`src/rtl/seq_divider_32_pkg.sv`:
```
// Shared types and constants for the sequential restoring divider.
package seq_divider_32_pkg;

  localparam int DEF_WIDTH = 32;

  typedef enum logic [1:0] {
    IDLE   = 2'd0,
    PREP   = 2'd1,
    RUN    = 2'd2,
    FINISH = 2'd3
  } div_state_t;

  localparam int ST_V = 3;
  localparam int ST_Z = 2;
  localparam int ST_N = 1;
  localparam int ST_C = 0;

endpackage

```
`src/rtl/seq_divider_32_div_step.sv`:
```
// One restoring-division step: shift {rem, dvd} left, trial-subtract divisor.
module div_step
  import seq_divider_32_pkg::*;
#(
  parameter int WIDTH = DEF_WIDTH
) (
  input  logic [WIDTH-1:0] rem,
  input  logic [WIDTH-1:0] dvd,
  input  logic [WIDTH-1:0] divisor,
  output logic [WIDTH-1:0] next_rem,
  output logic [WIDTH-1:0] next_dvd
);

  logic [WIDTH:0] rem_sh;
  logic [WIDTH:0] diff;
  logic           carry;

  assign rem_sh = {rem, dvd[WIDTH-1]};

  // Subtract as add-of-complement; carry out set means no borrow, i.e. diff >= 0.
  assign {carry, diff} = {1'b0, rem_sh} + {1'b0, ~{1'b0, divisor}} + {{(WIDTH+1){1'b0}}, 1'b1};

  assign next_rem = carry ? diff[WIDTH-1:0] : rem_sh[WIDTH-1:0];
  assign next_dvd = {dvd[WIDTH-2:0], carry};

endmodule

```
`src/rtl/seq_divider_32.sv`:
```
// Multi-cycle signed/unsigned restoring divider with start/done handshake.
// state  | meaning
// IDLE   | waiting for start, result registers hold
// PREP   | take magnitudes, record signs, load counter
// RUN    | one restoring step per clock
// FINISH | sign fix, load Q/R/status, pulse done
module seq_divider_32
  import seq_divider_32_pkg::*;
#(
  parameter int WIDTH = DEF_WIDTH,
  parameter int CNT_W = 6
) (
  input  logic             clk,
  input  logic             rst,
  input  logic             start,
  input  logic             sgn,
  input  logic [WIDTH-1:0] A,
  input  logic [WIDTH-1:0] B,
  output logic [WIDTH-1:0] Q,
  output logic [WIDTH-1:0] R,
  output logic [3:0]       status,
  output logic             busy,
  output logic             done
);

  localparam logic [WIDTH-1:0] MOST_NEG = {1'b1, {(WIDTH-1){1'b0}}};

  div_state_t       state;
  logic [CNT_W-1:0] cnt;
  logic [WIDTH-1:0] op_a, op_b, rem, dvd, dsr;
  logic             op_sgn, q_neg, r_neg, div_zero, ovf;
  logic [WIDTH-1:0] a_mag, b_mag, next_rem, next_dvd, q_res, r_res;
  logic [3:0]       st_res;

  assign a_mag = (op_sgn && op_a[WIDTH-1]) ? -op_a : op_a;
  assign b_mag = (op_sgn && op_b[WIDTH-1]) ? -op_b : op_b;

  div_step #(.WIDTH(WIDTH)) u_step (
    .rem      (rem),
    .dvd      (dvd),
    .divisor  (dsr),
    .next_rem (next_rem),
    .next_dvd (next_dvd)
  );

  // The overflow case needs no special quotient: |MOST_NEG| / 1 already yields MOST_NEG.
  always_comb begin
    q_res  = div_zero ? {WIDTH{1'b1}} : (q_neg ? -dvd : dvd);
    r_res  = div_zero ? op_a : (r_neg ? -rem : rem);
    st_res = 4'b0000;
    st_res[ST_V] = div_zero | ovf;
    st_res[ST_Z] = (q_res == '0);
    st_res[ST_N] = q_res[WIDTH-1];
    st_res[ST_C] = (r_res != '0);
  end

  always_ff @(posedge clk or posedge rst) begin
    if (rst) begin
      state    <= IDLE;
      cnt      <= '0;
      op_a     <= '0;
      op_b     <= '0;
      op_sgn   <= 1'b0;
      rem      <= '0;
      dvd      <= '0;
      dsr      <= '0;
      q_neg    <= 1'b0;
      r_neg    <= 1'b0;
      div_zero <= 1'b0;
      ovf      <= 1'b0;
      Q        <= '0;
      R        <= '0;
      status   <= 4'b0000;
      busy     <= 1'b0;
      done     <= 1'b0;
    end else begin
      done <= 1'b0;
      case (state)
        IDLE: begin
          if (start) begin
            op_a   <= A;
            op_b   <= B;
            op_sgn <= sgn;
            busy   <= 1'b1;
            state  <= PREP;
          end
        end
        PREP: begin
          dvd      <= a_mag;
          dsr      <= b_mag;
          rem      <= '0;
          cnt      <= CNT_W'(WIDTH);
          q_neg    <= op_sgn & (op_a[WIDTH-1] ^ op_b[WIDTH-1]);
          r_neg    <= op_sgn & op_a[WIDTH-1];
          div_zero <= (op_b == '0);
          ovf      <= op_sgn && (op_a == MOST_NEG) && (op_b == {WIDTH{1'b1}});
          state    <= (op_b == '0) ? FINISH : RUN;
        end
        RUN: begin
          rem <= next_rem;
          dvd <= next_dvd;
          cnt <= cnt - CNT_W'(1);
          if (cnt == CNT_W'(1)) state <= FINISH;
        end
        FINISH: begin
          Q      <= q_res;
          R      <= r_res;
          status <= st_res;
          busy   <= 1'b0;
          done   <= 1'b1;
          state  <= IDLE;
        end
        default: state <= IDLE;
      endcase
    end
  end

endmodule

```
`config.mk`:
```
export PLATFORM = sky130hd
export DESIGN_NAME = seq_divider_32
export DESIGN_NICKNAME = d
export VERILOG_FILES = /design/src/rtl/seq_divider_32_pkg.sv /design/src/rtl/seq_divider_32_div_step.sv /design/src/rtl/seq_divider_32.sv
export SDC_FILE = /design/constraint.sdc
export NUM_CORES = 1
export LEC_CHECK = 0
export CORE_MARGIN = 4
export CORE_UTILIZATION = 29
export CTS_CLUSTER_DIAMETER = 30
export DETAILED_ROUTE_END_ITERATION = 10
export GPL_ROUTABILITY_DRIVEN = 0
export GPL_TIMING_DRIVEN = 0
export PLACE_DENSITY_LB_ADDON = 0.05
export SYNTH_ARGS = -nofsm -noshare
export SYNTH_HDL_FRONTEND = slang
export SYNTH_HIERARCHICAL = 1
export SYNTH_SLANG_ARGS = --single-unit
```
`constraint.sdc`:
```
create_clock -name clk -period 11.8 [get_ports clk]
set_input_delay 2.95 -clock clk [delete_from_list [all_inputs] [get_ports clk]]
set_output_delay 2.95 -clock clk [all_outputs]
set_load 0.005 [all_outputs]
```
# --- Yosys cells after proc, flatten, opt, wreduce, memory -nomap -nowiden ---
# Index checks and enable logic that the tools add are counted.
# W data, S select, Z words.
totals:
  reg_bits: 243
  in_bits: 68
  output_inout_bits: 70
  wordCells: 67
classes:
  addsub: 7
  n_eq_ne: 8
  mux: 17
  n_bitwise: 5
  n_reduce_logical: 13
ops:
  columns: ["op", "n"]
  rows:
  - ["$mux W32", 7]
  - ["$neg A32 Y32", 4]
  - ["$pmux W32 S2", 2]
  - ["$eq A32 B32 Y1 const B", 2]
  - ["$logic_not A32 Y1", 2]
  - ["$add A33 B33 Y34", 1]
  - ["$add A34 B1 Y34 const B", 1]
  - ["$not A32 Y33", 1]
  - ["$reduce_bool A32 Y1", 1]
  - ["$pmux W6 S2", 1]
  - ["$pmux W2 S4", 1]
  - ["$eq A6 B1 Y1 const B", 1]
  - ["$reduce_and A2 Y1", 3]
  - ["$sub A6 B1 Y6 const B", 1]
  - ["$eq A2 B2 Y1 const B", 2]
  - ["$logic_and A1 B1 Y1", 4]
  - ["$mux W2", 2]
  - ["$ne A2 B2 Y1 const B", 2]
  - ["$reduce_bool A2 Y1", 2]
  - ["$mux W1", 3]
  - ["$and A1 B1 Y1", 2]
  - ["$eq A2 B1 Y1 const B", 1]
  - ["$logic_not A2 Y1", 1]
  - ["$pmux W1 S2", 1]
  - ["other kinds (2)", 2]

# --- Depth between registers and ports, before layout ---
# Gate-level depths: netlist of run 1.
logic_depth:
  depth_word: 5
  mapped_depth: 14
  ltp_nobuf: 13

# --- Hierarchy ---
# Netlist of run 1, hierarchy kept.
by_module_without_submodules:
  columns: ["mod", "n_inst", "cells_per_inst", "area_each_um2", "seq_area_each_um2"]
  rows:
  - ["seq_divider_32", 1, 1368, 13176.4, 6055.8]
  - ["div_step", 1, 403, 2606.2, 0.0]

# --- Least setup slack after synthesis of run 1 ---
# Ideal clock, no wire load.
synth_timing:
  path_type: "in2reg"
  start: "in start"
  end: "reg op_a[0]"
  setup_ns: 0.125
  arrival_time_ns: 4.031
  required_ns: 11.675
  setup_slack_ns: 7.645
  path_stages: 4
  path_buffers: 2
  cell_sequence: "nand2_1 clkbuf_1 clkbuf_1 mux2_2"
synth_between:
  elab_chain_cells: 1
synth_rtl:
  columns: ["item", "line_no", "source"]
  rows:
  - ["from (decl)", "seq_divider_32.sv:15", "input logic start,"]
  - ["$reduce_and A2 Y1 (no line)", null, null]
  - ["to (signal assigned)", "seq_divider_32.sv:61", "op_a <= '0;"]
  - ["to (signal assigned)", "seq_divider_32.sv:81", "op_a <= A;"]
  - ["to (decl)", "seq_divider_32.sv:30", "logic [WIDTH-1:0] op_a, op_b, rem, dvd, dsr;"]
# Every way passes these cells.
# A chain may end at the register's enable or synchronous reset.

# --- Worst setup path after layout of run 1 ---
layout_timing:
  start: "in start"
  end: "reg op_a[6]"
# Same word-level chain as after synthesis.

==> results by group, run 1 <==
Place
  – Placed insts: 2606
  – DP HPWL: 45100 um
  – DP Area: 18100 um2
  – # port buffers: 137

Status
  – Status: complete, no violations

Min path
  – WHS Path Cells: 1
  – HP Start: cnt[4]$_DFFE_PP0P_
  – Tightest Hold Check Type: reg2reg
  – Min-Delay Endpoint: cnt[4]$_DFFE_PP0P_

Floorplan
  – FP Rows: 85
  – # IOs: 138
  – DIE WIDTH: 241 um
  – Initial Util: 0.293
  – Core area: 53800 um2
  – Die H: 241 um
  – Die ar.: 58200 um2

Power and ir drop
  – Total leakage power: 8.73 nW
  – Max IR drop VDD: 119 uV
  – P per Cell Area: 300 nW/um2
  – Pwr Total: 6.24 mW

Timing
  – Setup TNS: 0 ns
  – Achievable Freq: 190 MHz
  – RSZ-0062 raised after global routing: no
  – Least-Margin Pin Slew: 1.19 ns
  – Relative slew slack: 0.204
  – Final Max Slew Viols: 0
  – Final hold vios: 0
  – Skew final: 0.0255 ns
  – Final setup vio count: 0
  – Final min period: 5.26 ns
  – Final period util: 0.445

Routing
  – Post-route ant nets: 0
  – WL final: 58100 um
  – Vias per cell: 5.10
  – Wl on met1: 25400 um
  – Drt wl/cell: 21.2 um
  – First-pass DRT Iterations: 7
  – Met3 wire length: 2650 um
  – DRT iter0 DRCs: 770
  – Drt drc: 0
  – DR top layer: met5
  – Length of routed met2 wiring: 27700 um
  – Via count: 14000

CTS
  – CTS tree: yes
  – H-tree depth: 3
  – Worst-skew pair later-pin latency: 0.60 ns
  – Root buf cell: clkbuf_16
  – CTS max path bufs: 3
  – CTS buffer count: 74
  – Hold buffers post-CTS: 0
  – Post-CTS setup buffers: 0
  – Clock-pin transition on the worst setup and hold timing paths: 0.04 ns
  – # clock sinks: 242
  – Post-CTS Resized: 0

Yosys
  – Largest area contributor in the netlist: dfrtp_1
  – Ys Warns: 6
  – Synth top area cells: dfrtp_1 38%, mux2_2 8.9%, o21ai_0 4.3%
  – Ys flop type: dfrtp_1
  – Yosys reg bits: 242
  – Synth top area share: 0.384
  – Cell Area, Synth: 15800 um2
  – Mapped Nets: 1883
  – EDFF count, synth: 0
  – Post-Syn Area per Cell: 8.91 um2
  – Post-synth ARST share: 1.00
  – Cell count after synthesis: 1771
  – Netlist cell types: 84
  – Sequential share of the synthesized area: 0.384

Setup path
  – CP Launch Type: input pin
  – Arr. time, crit path: 5.72 ns
  – Critical-path cell list: clkdlybuf4s50_1, nand2_1, clkbuf_1, clkbuf_1, mux2_2
  – Worst stage delay on the critical path: 0.88 ns
  – Crit Path Category: in2reg
  – Worst Reg-to-Reg Cells: 8
  – R2r startpoint: div_zero$_DFFE_PP0P_
  – Crit-path slowest cell: clkbuf_1
  – Most Frequent Cell on Critical Path: clkbuf_1
  – Critical-path maximum fanout: 10
  – Critical path required time: 12.27 ns
  – CP Buf/Inv Count: 3
  – Crit end category: flop
  – Reg-to-reg critical path endpoint: status[0]$_DFFE_PP0P_
  – R2R Setup Slk: 7.98 ns
  – Family with the most delay on the worst path: buffers and inverters

Layout
  – Design area: 20800 um2
  – Fin nets: 2098
  – ANT cells: 0
  – Post-Layout Cell Count: 2738
  – Layout fillers: 5527
  – Area Overhead vs Synth: 31.9%
  – Fraction of layout instances using a drive strength above 1: 0.161

GRT
  – First-pass GRT wire length: 88500 um
  – Grt total ovfl: 0
  – Antenna violations before repair: 4
  – Pin count of the biggest net entering global routing: 116
  – Total GRT Usage: 0.200
  – Vias in the first global route: 14400

Run
  – Number of max-cap violations: 0
-- area by class of cell --
| cell class | instances | area, um2 | share of cell area |
|---|---|---|---|
| multi-input combinational | 1279 | 8620 | 0.414 |
| sequential | 242 | 6060 | 0.291 |
| clock buffer | 101 | 2160 | 0.104 |
| timing repair buffer | 139 | 1430 | 0.0685 |
| tap | 696 | 871 | 0.0418 |
| buffer | 137 | 681 | 0.0327 |
| clock inverter | 31 | 567 | 0.0272 |
| inverter | 113 | 432 | 0.0207 |
-- layer usage --
layer | GRT usage | vias up
li1 | - | 6746
met1 | 0.254 | 6768
met2 | 0.334 | 337
met3 | 0.0420 | 105
met4 | 0.0826 | 2
met5 | 0 | -
-- registers in the layout (all words and copies together) (netlist names) --
signal	count
busy	1
q_neg	1
op_a	32
state	2
status	4
div_zero	1
r_neg	1
dvd	32
cnt	6
Q	31
done	1
dsr	32
R	32
op_sgn	1
ovf	1
op_b	32
rem	32
-- kinds of logic (layout without fill, tap and decap cells) --
kind of cell	Yosys count	after routing	synth area share
AOI/OAI and AO/OA	446	446	0.181
xor gates and xnor gates	123	123	0.0683
buffers and inverters	250	521	0.0700
and+or+nand+nor	530	530	0.165
muxes	136	136	0.0965
DFF	242	242	0.384
adders and majority gates	44	44	0.0354
-- power breakdown --
part	internal [mW]	leakage [nW]	total (mW)	switching [mW]
clock	1.57	1.33	2.15	0.578
sequential	1.18	2.98	1.62	0.442
combinational	1.11	4.43	2.47	1.36
-- stage by stage --
stage | util | hold slack (ns) | setup WS (ns)
finish | 0.387 | 0.485 | 6.54
floorplan | - | 0.453 | 2.21
detailed placement | 0.336 | 0.486 | 5.78
global route | 0.387 | 0.510 | 6.33
global placement | 0.335 | 0.481 | -1.74
CTS | 0.387 | 0.491 | 6.41
-- Yosys cell counts, types with 34 or more instances --
cell type / number
xnor2_1: 74
o31ai_1: 35
clkbuf_1: 89
nand2_1: 157
xor2_1: 49
dfrtp_1: 242
nor2_1: 155
mux2_2: 125
inv_1: 112
nor3_1: 35
o21ai_0: 135
buf_4: 34
a21oi_1: 125
ha_1: 43
-- worst max path at each step --
| stage | depth (start not counted) | to | start | slack (ns) |
|---|---|---|---|---|
| CTS | 5 | op_a[6]$_DFFE_PP0P_ | start | 6.41 |
| finish | 5 | op_a[6]$_DFFE_PP0P_ | start | 6.54 |
| global route | 5 | op_a[8]$_DFFE_PP0P_ | start | 6.33 |
| floorplan | 1 | Q[0]$_DFFE_PP0P_ | rst | 2.21 |
| detailed placement | 5 | op_a[6]$_DFFE_PP0P_ | start | 5.78 |
| global placement | 2 | op_b[31]$_DFFE_PP0P_ | rst | -1.74 |
-- cell usage in the layout, fill, tap and decap left out, types with 9 or more instances in the layout --
master	Yosys	routed
mux2_2	125	125
and3_1	9	9
o211ai_1	11	11
nor3_1	35	35
nor4_1	14	14
clkdlybuf4s50_1	0	137
or3_1	19	19
nand2_1	157	157
o31ai_1	35	35
nand2b_1	9	9
ha_1	43	43
a31oi_1	25	25
o22ai_1	9	9
mux2i_1	10	10
xnor2_1	74	74
o41ai_1	12	12
clkinv_2	0	10
nand3_1	26	26
nor2b_1	12	12
nor3b_1	9	9
a21oi_1	125	125
clkbuf_1	89	99
dfrtp_1	242	242
o21ai_0	135	135
clkbuf_8	0	14
clkbuf_16	0	77
bufinv_16	0	14
a21o_1	14	14
xor2_1	49	49
nand4_1	22	22
inv_1	112	111
or4_1	21	21
buf_4	34	34
nor2_1	155	155
(Power assumes the default switching activity.)
==> inputs of run 2 (changes only) <==
Clock period 11.8 ns to 5.25 ns, I/O delays scaled along.
==> results by group, run 2 (same netlist as run 1, synthesis figures left out) <==
Place
  – Placed insts: 2610 (+0.15%)
  – # port buffers: 137 (unchanged)
  – Placement Setup Slack: 0.787 ns (-4.99 ns)
  – DP HPWL: 45400 um (+0.82%)

Timing
  – Final setup vio count: 0 (unchanged)
  – Relative slew slack: 0.0826 (-0.122)
  – Final min period: 3.85 ns
  – Final hold vios: 0 (unchanged)
  – Setup TNS: 0 ns (unchanged)
  – Final period util: 0.733
  – Skew final: 0.0178 ns (-0.00780 ns)
  – Least-Margin Pin Slew: 1.38 ns (+0.183 ns)
  – Worst hold slack: 0.486 ns (+0.00142 ns)
  – Achievable Freq: 260 MHz
  – Worst Setup Slack, final: 1.40 ns (-5.14 ns)
  – Final Max Slew Viols: 0 (unchanged)
  – RSZ-0062 raised after global routing: no

CTS
  – # clock sinks: 242 (unchanged)
  – Post-CTS setup buffers: 0 (unchanged)
  – Root buf cell: clkbuf_16
  – CTS max path bufs: 3 (unchanged)
  – Hold buffers post-CTS: 0 (unchanged)
  – Clock-pin transition on the worst setup and hold timing paths: 0.04 ns (about the same)
  – Worst-skew pair later-pin latency: 0.59 ns (about the same)
  – H-tree depth: 3 (unchanged)
  – CTS buffer count: 72 (-2.7%)
  – Post-CTS Resized: 0 (unchanged)
  – CTS tree: yes

Setup path
  – Worst stage delay on the critical path: 0.61 ns (-0.27 ns)
  – Crit Path Category: reg2reg
  – Crit path depth: 8 (+3)
  – Worst Reg-to-Reg Cells: 8 (unchanged)
  – Most Frequent Cell on Critical Path: clkbuf_1
  – CP Launch Type: flop
  – Crit end category: flop
  – Critical-path cell list: clkbuf_1, clkbuf_1, clkbuf_1, clkbuf_1, buf_1, o21ai_0, nor4_1, a31oi_1
  – Arr. time, crit path: 4.29 ns (-1.43 ns)
  – Family with the most delay on the worst path: buffers and inverters
  – CP Buf/Inv Count: 5 (+2)
  – Critical-path maximum fanout: 10 (unchanged)
  – Crit-path slowest cell: buf_1
  – Critical path required time: 5.69 ns (-6.58 ns)

Routing
  – Post-route ant nets: 0 (unchanged)
  – Drt wl/cell: 21.1 um (-0.46%)
  – Vias per cell: 5.08 (-0.30%)
  – Drt drc: 0 (unchanged)
  – DRT iter0 DRCs: 714 (-7.3%)
  – Via count: 13900 (-0.16%)
  – WL final: 57900 um (-0.31%)
  – First-pass DRT Iterations: 5 (-2)

Floorplan
  – DIE WIDTH: 241 um (unchanged)
  – # IOs: 138 (unchanged)
  – Die ar.: 58200 um2 (unchanged)
  – FP Rows: 85 (unchanged)
  – Core area: 53800 um2 (unchanged)
  – Die H: 241 um (unchanged)
  – Initial Util: 0.293 (unchanged)

Status
  – Status: complete, no violations

Power and ir drop
  – Pwr Total: 13.5 mW (+120%)
  – P per Cell Area: 656 nW/um2 (+120%)
  – Total leakage power: 8.64 nW (-1.1%)
  – Max IR drop VDD: 268 uV (+130%)

Layout
  – Post-Layout Cell Count: 2742 (+0.15%)
  – Most frequent cells in the layout: 242 x dfrtp_1, 157 x nand2_1, 155 x nor2_1, 137 x clkdlybuf4s50_1, 135 x o21ai_0
  – Fin nets: 2100 (+0.095%)
  – Fraction of layout instances using a drive strength above 1: 0.160 (-0.00121)
  – Area Overhead vs Synth: 30.5%
  – Most common library cell in the layout ignoring fill and taps: dfrtp_1

GRT
  – Pin count of the biggest net entering global routing: 41 (-65%)
  – Grt total ovfl: 0 (unchanged)
  – Total GRT Usage: 0.199 (-0.00105)
  – First-pass GRT wire length: 87700 um (-0.82%)
  – Antenna violations before repair: 0 (-4)
  – Vias in the first global route: 14300 (-0.99%)

Min path
  – Tightest Hold Check Type: reg2reg
  – WHS Path Cells: 1 (unchanged)

Run
  – Number of max-cap violations: 0 (unchanged)
run 2: final cells by class:
class	count	area, um2
Antenna cell	1	2.50
Buffer	137	681
Clock buffer	99	2020
Clock inverter	32	414
Fill cell	5559	33200
Inverter	113	428
Multi-Input combinational cell	1279	8620
Sequential cell	242	6060
Tap cell	696	871
Timing Repair Buffer	143	1490
run 2: path summary, 6_finish.rpt:
check                                startpoint                     to  slack, ns
max in group asynchronous                   rst   op_a[23]$_DFFE_PP0P_       3.14
max                        div_zero$_DFFE_PP0P_  status[0]$_DFFE_PP0P_       1.40
min in group asynchronous                   rst    op_a[7]$_DFFE_PP0P_       1.19
min reg2reg                  cnt[4]$_DFFE_PP0P_     cnt[4]$_DFFE_PP0P_       0.49
min                          cnt[4]$_DFFE_PP0P_     cnt[4]$_DFFE_PP0P_       0.49
max reg2reg                div_zero$_DFFE_PP0P_  status[0]$_DFFE_PP0P_       1.40
run 2: where the power goes:
part	switching [mW]	internal (mW)
sequential	1.00	2.66
combinational	3.03	2.49
clock	1.27	3.06
total	5.30	8.21
run 2: metal layers:
layer,track usage,vias to the layer above,wire (um)
li1,-,6750,-
met1,0.256,6751,25300
met2,0.333,321,27600
met3,0.0363,114,2450
met4,0.0829,0,2520
met5,0,-,0
run 2: per-stage QoR:
stage           util  cell area [um2]
2_1_floorplan      -            15800
3_3_place_gp   0.335            18000
3_5_place_dp   0.337            18100
4_1_cts        0.383            20600
5_1_grt        0.383            20600
6_report       0.383            20600
==> inputs of run 3 (changes only) <==
Clock period 5.25 ns to 3.8 ns, I/O delays scaled along.
==> results by group, run 3 (same netlist as run 1, synthesis figures left out) <==
Setup path
  – Worst Reg-to-Reg Cells: 8 (unchanged)
  – Arr. time, crit path: 3.96 ns (-0.33 ns)
  – Crit Path Category: reg2reg
  – Crit end category: flop
  – R2R Setup Slk: 0.28 ns (-1.12 ns)
  – Critical path required time: 4.24 ns (-1.45 ns)
  – Reg-to-reg critical path endpoint: status[0]$_DFFE_PP0P_
  – R2r startpoint: rem[2]$_DFFE_PP0P_
  – CP Launch Type: flop
  – Critical-path maximum fanout: 10 (unchanged)

Floorplan
  – Core area: 53800 um2 (unchanged)
  – # IOs: 138 (unchanged)
  – FP Rows: 85 (unchanged)
  – Die H: 241 um (unchanged)
  – Die ar.: 58200 um2 (unchanged)
  – DIE WIDTH: 241 um (unchanged)
  – Initial Util: 0.293 (unchanged)

Routing
  – First-pass DRT Iterations: 5 (unchanged)
  – DRT iter0 DRCs: 706 (-1.1%)
  – Post-route ant nets: 0 (unchanged)
  – Vias per cell: 5.08 (about the same)
  – Drt drc: 0 (unchanged)
  – WL final: 57900 um (about the same)
  – Drt wl/cell: 21.1 um (about the same)
  – Via count: 13900 (-0.086%)

Run
  – Number of max-cap violations: 0 (unchanged)

Timing
  – Achievable Freq: 284 MHz (+9.4%)
  – RSZ-0062 raised after global routing: no
  – Relative slew slack: 0.0895 (+0.00682)
  – Skew final: 0.0172 ns (-0.000564 ns)
  – Final Max Slew Viols: 0 (unchanged)
  – Final min period: 3.52 ns (-0.331 ns)
  – Least-Margin Pin Slew: 1.37 ns (-0.0102 ns)
  – Final period util: 0.926 (+0.193)
  – Final setup vio count: 0 (unchanged)
  – Worst hold slack: 0.485 ns (-0.00146 ns)
  – Final hold vios: 0 (unchanged)

Place
  – DP HPWL: 45400 um (unchanged)
  – Placed insts: 2610 (unchanged)
  – # port buffers: 137 (unchanged)

Layout
  – Fraction of layout instances using a drive strength above 1: 0.163 (+0.00293)
  – Post-Layout Cell Count: 2742 (unchanged)
  – Most common library cell in the layout ignoring fill and taps: dfrtp_1
  – Seq. cell area: 6060 um2 (unchanged)
  – Fin nets: 2100 (unchanged)
  – Area Overhead vs Synth: 30.6%
  – Most frequent cells in the layout: 242 x dfrtp_1, 157 x nand2_1, 155 x nor2_1, 137 x clkdlybuf4s50_1, 135 x o21ai_0
  – Layout fillers: 5559 (unchanged)
  – Multi-input gate area: 8640 um2 (+0.20%)

CTS
  – Worst-skew pair later-pin latency: 0.59 ns (about the same)
  – # clock sinks: 242 (unchanged)
  – Hold buffers post-CTS: 0 (unchanged)
  – CTS max path bufs: 3 (unchanged)
  – Post-CTS setup buffers: 0 (unchanged)
  – Post-CTS Resized: 1 (+1)
  – CTS tree: yes
  – CTS buffer count: 72 (unchanged)
  – H-tree depth: 3 (unchanged)
  – Clock-pin transition on the worst setup and hold timing paths: 0.04 ns (about the same)
  – Root buf cell: clkbuf_16

Power and ir drop
  – Total leakage power: 8.65 nW (+0.15%)
  – P per Cell Area: 906 nW/um2 (+38%)
  – Max IR drop VDD: 372 uV (+39%)

GRT
  – Grt total ovfl: 0 (unchanged)
  – Total GRT Usage: 0.199 (unchanged)
  – Antenna violations before repair: 0 (unchanged)
  – First-pass GRT wire length: 87700 um (unchanged)
  – Vias in the first global route: 14300 (unchanged)
  – Pin count of the biggest net entering global routing: 41 (unchanged)

Min path
  – Tightest Hold Check Type: reg2reg
  – Min-Delay Endpoint: cnt[4]$_DFFE_PP0P_
  – WHS Path Cells: 1 (unchanged)
  – HP Start: cnt[4]$_DFFE_PP0P_

Status
  – Status: complete, no violations
run 3: cell count changes in the layout (fill, tap and decap cells not counted), sizes merged:
| cell | delta |
|---|---|
| clkbuf | +2 |
| buf | -2 |
run 3: power breakdown:
part           total, mW  internal (mW)  switching [mW]
logic               7.63           3.44            4.19
registers           5.05           3.67            1.38
clock network       5.98           4.23            1.75
run 3: per-stage QoR:
stage               setup TNS (ns)  power (mW)  cell area [um2]   util  setup slack [ns]
CTS                              0        18.9            20600  0.383           0.00279
floorplan                   -78.84        9.72            15800      -            -0.326
detailed placement           -2.96        12.8            18100  0.337            -0.301
global route                     0        20.0            20600  0.383             0.108
global placement           -623.27        12.7            18000  0.335             -2.60
finish                           0        18.7            20600  0.383             0.280
run 3: final cells by class:
class / instances / share of cell area
well taps: 696 / 0.0423
clock buffers: 99 / 0.0982
inverters: 113 / 0.0208
diodes: 1 / 0.000121
multi-input cells: 1279 / 0.419
plain buffers: 137 / 0.0332
flip-flops and latches: 242 / 0.294
clock inverters: 32 / 0.0201
repair buffers: 143 / 0.0724
run 3: worst max-delay path by stage:
stage | start | endpoint | slack (ns) | cells after the start
6_report | rem[2]$_DFFE_PP0P_ | status[0]$_DFFE_PP0P_ | 0.28 | 8
5_1_grt | rem[0]$_DFFE_PP0P_ | status[0]$_DFFE_PP0P_ | 0.11 | 11
4_1_cts | div_zero$_DFFE_PP0P_ | status[0]$_DFFE_PP0P_ | 0.003 | 9
3_5_place_dp | start | op_a[5]$_DFFE_PP0P_ | -0.30 | 5
3_3_place_gp | rst | op_b[29]$_DFFE_PP0P_ | -2.60 | 2
2_1_floorplan | rst | Q[0]$_DFFE_PP0P_ | -0.33 | 1
run 3: routing by layer:
metal / wire length, um / track usage / vias to the layer above
met4: 2560 / 0.0829 / 0
met5: 0 / 0 / -
met2: 27600 / 0.333 / 302
met3: 2320 / 0.0363 / 116
li1: - / - / 6753
met1: 25400 / 0.256 / 6753
run 3: critical path, cell delays in order, from the launching register on:
cell and delay (ns):
dfrtp_1 0.48, or4_1 0.55, buf_2 0.21, nor4_4 0.46, a311o_1 0.24, o311ai_0 0.34
or4_1 0.67, nor4_2 0.30, a31oi_1 0.12
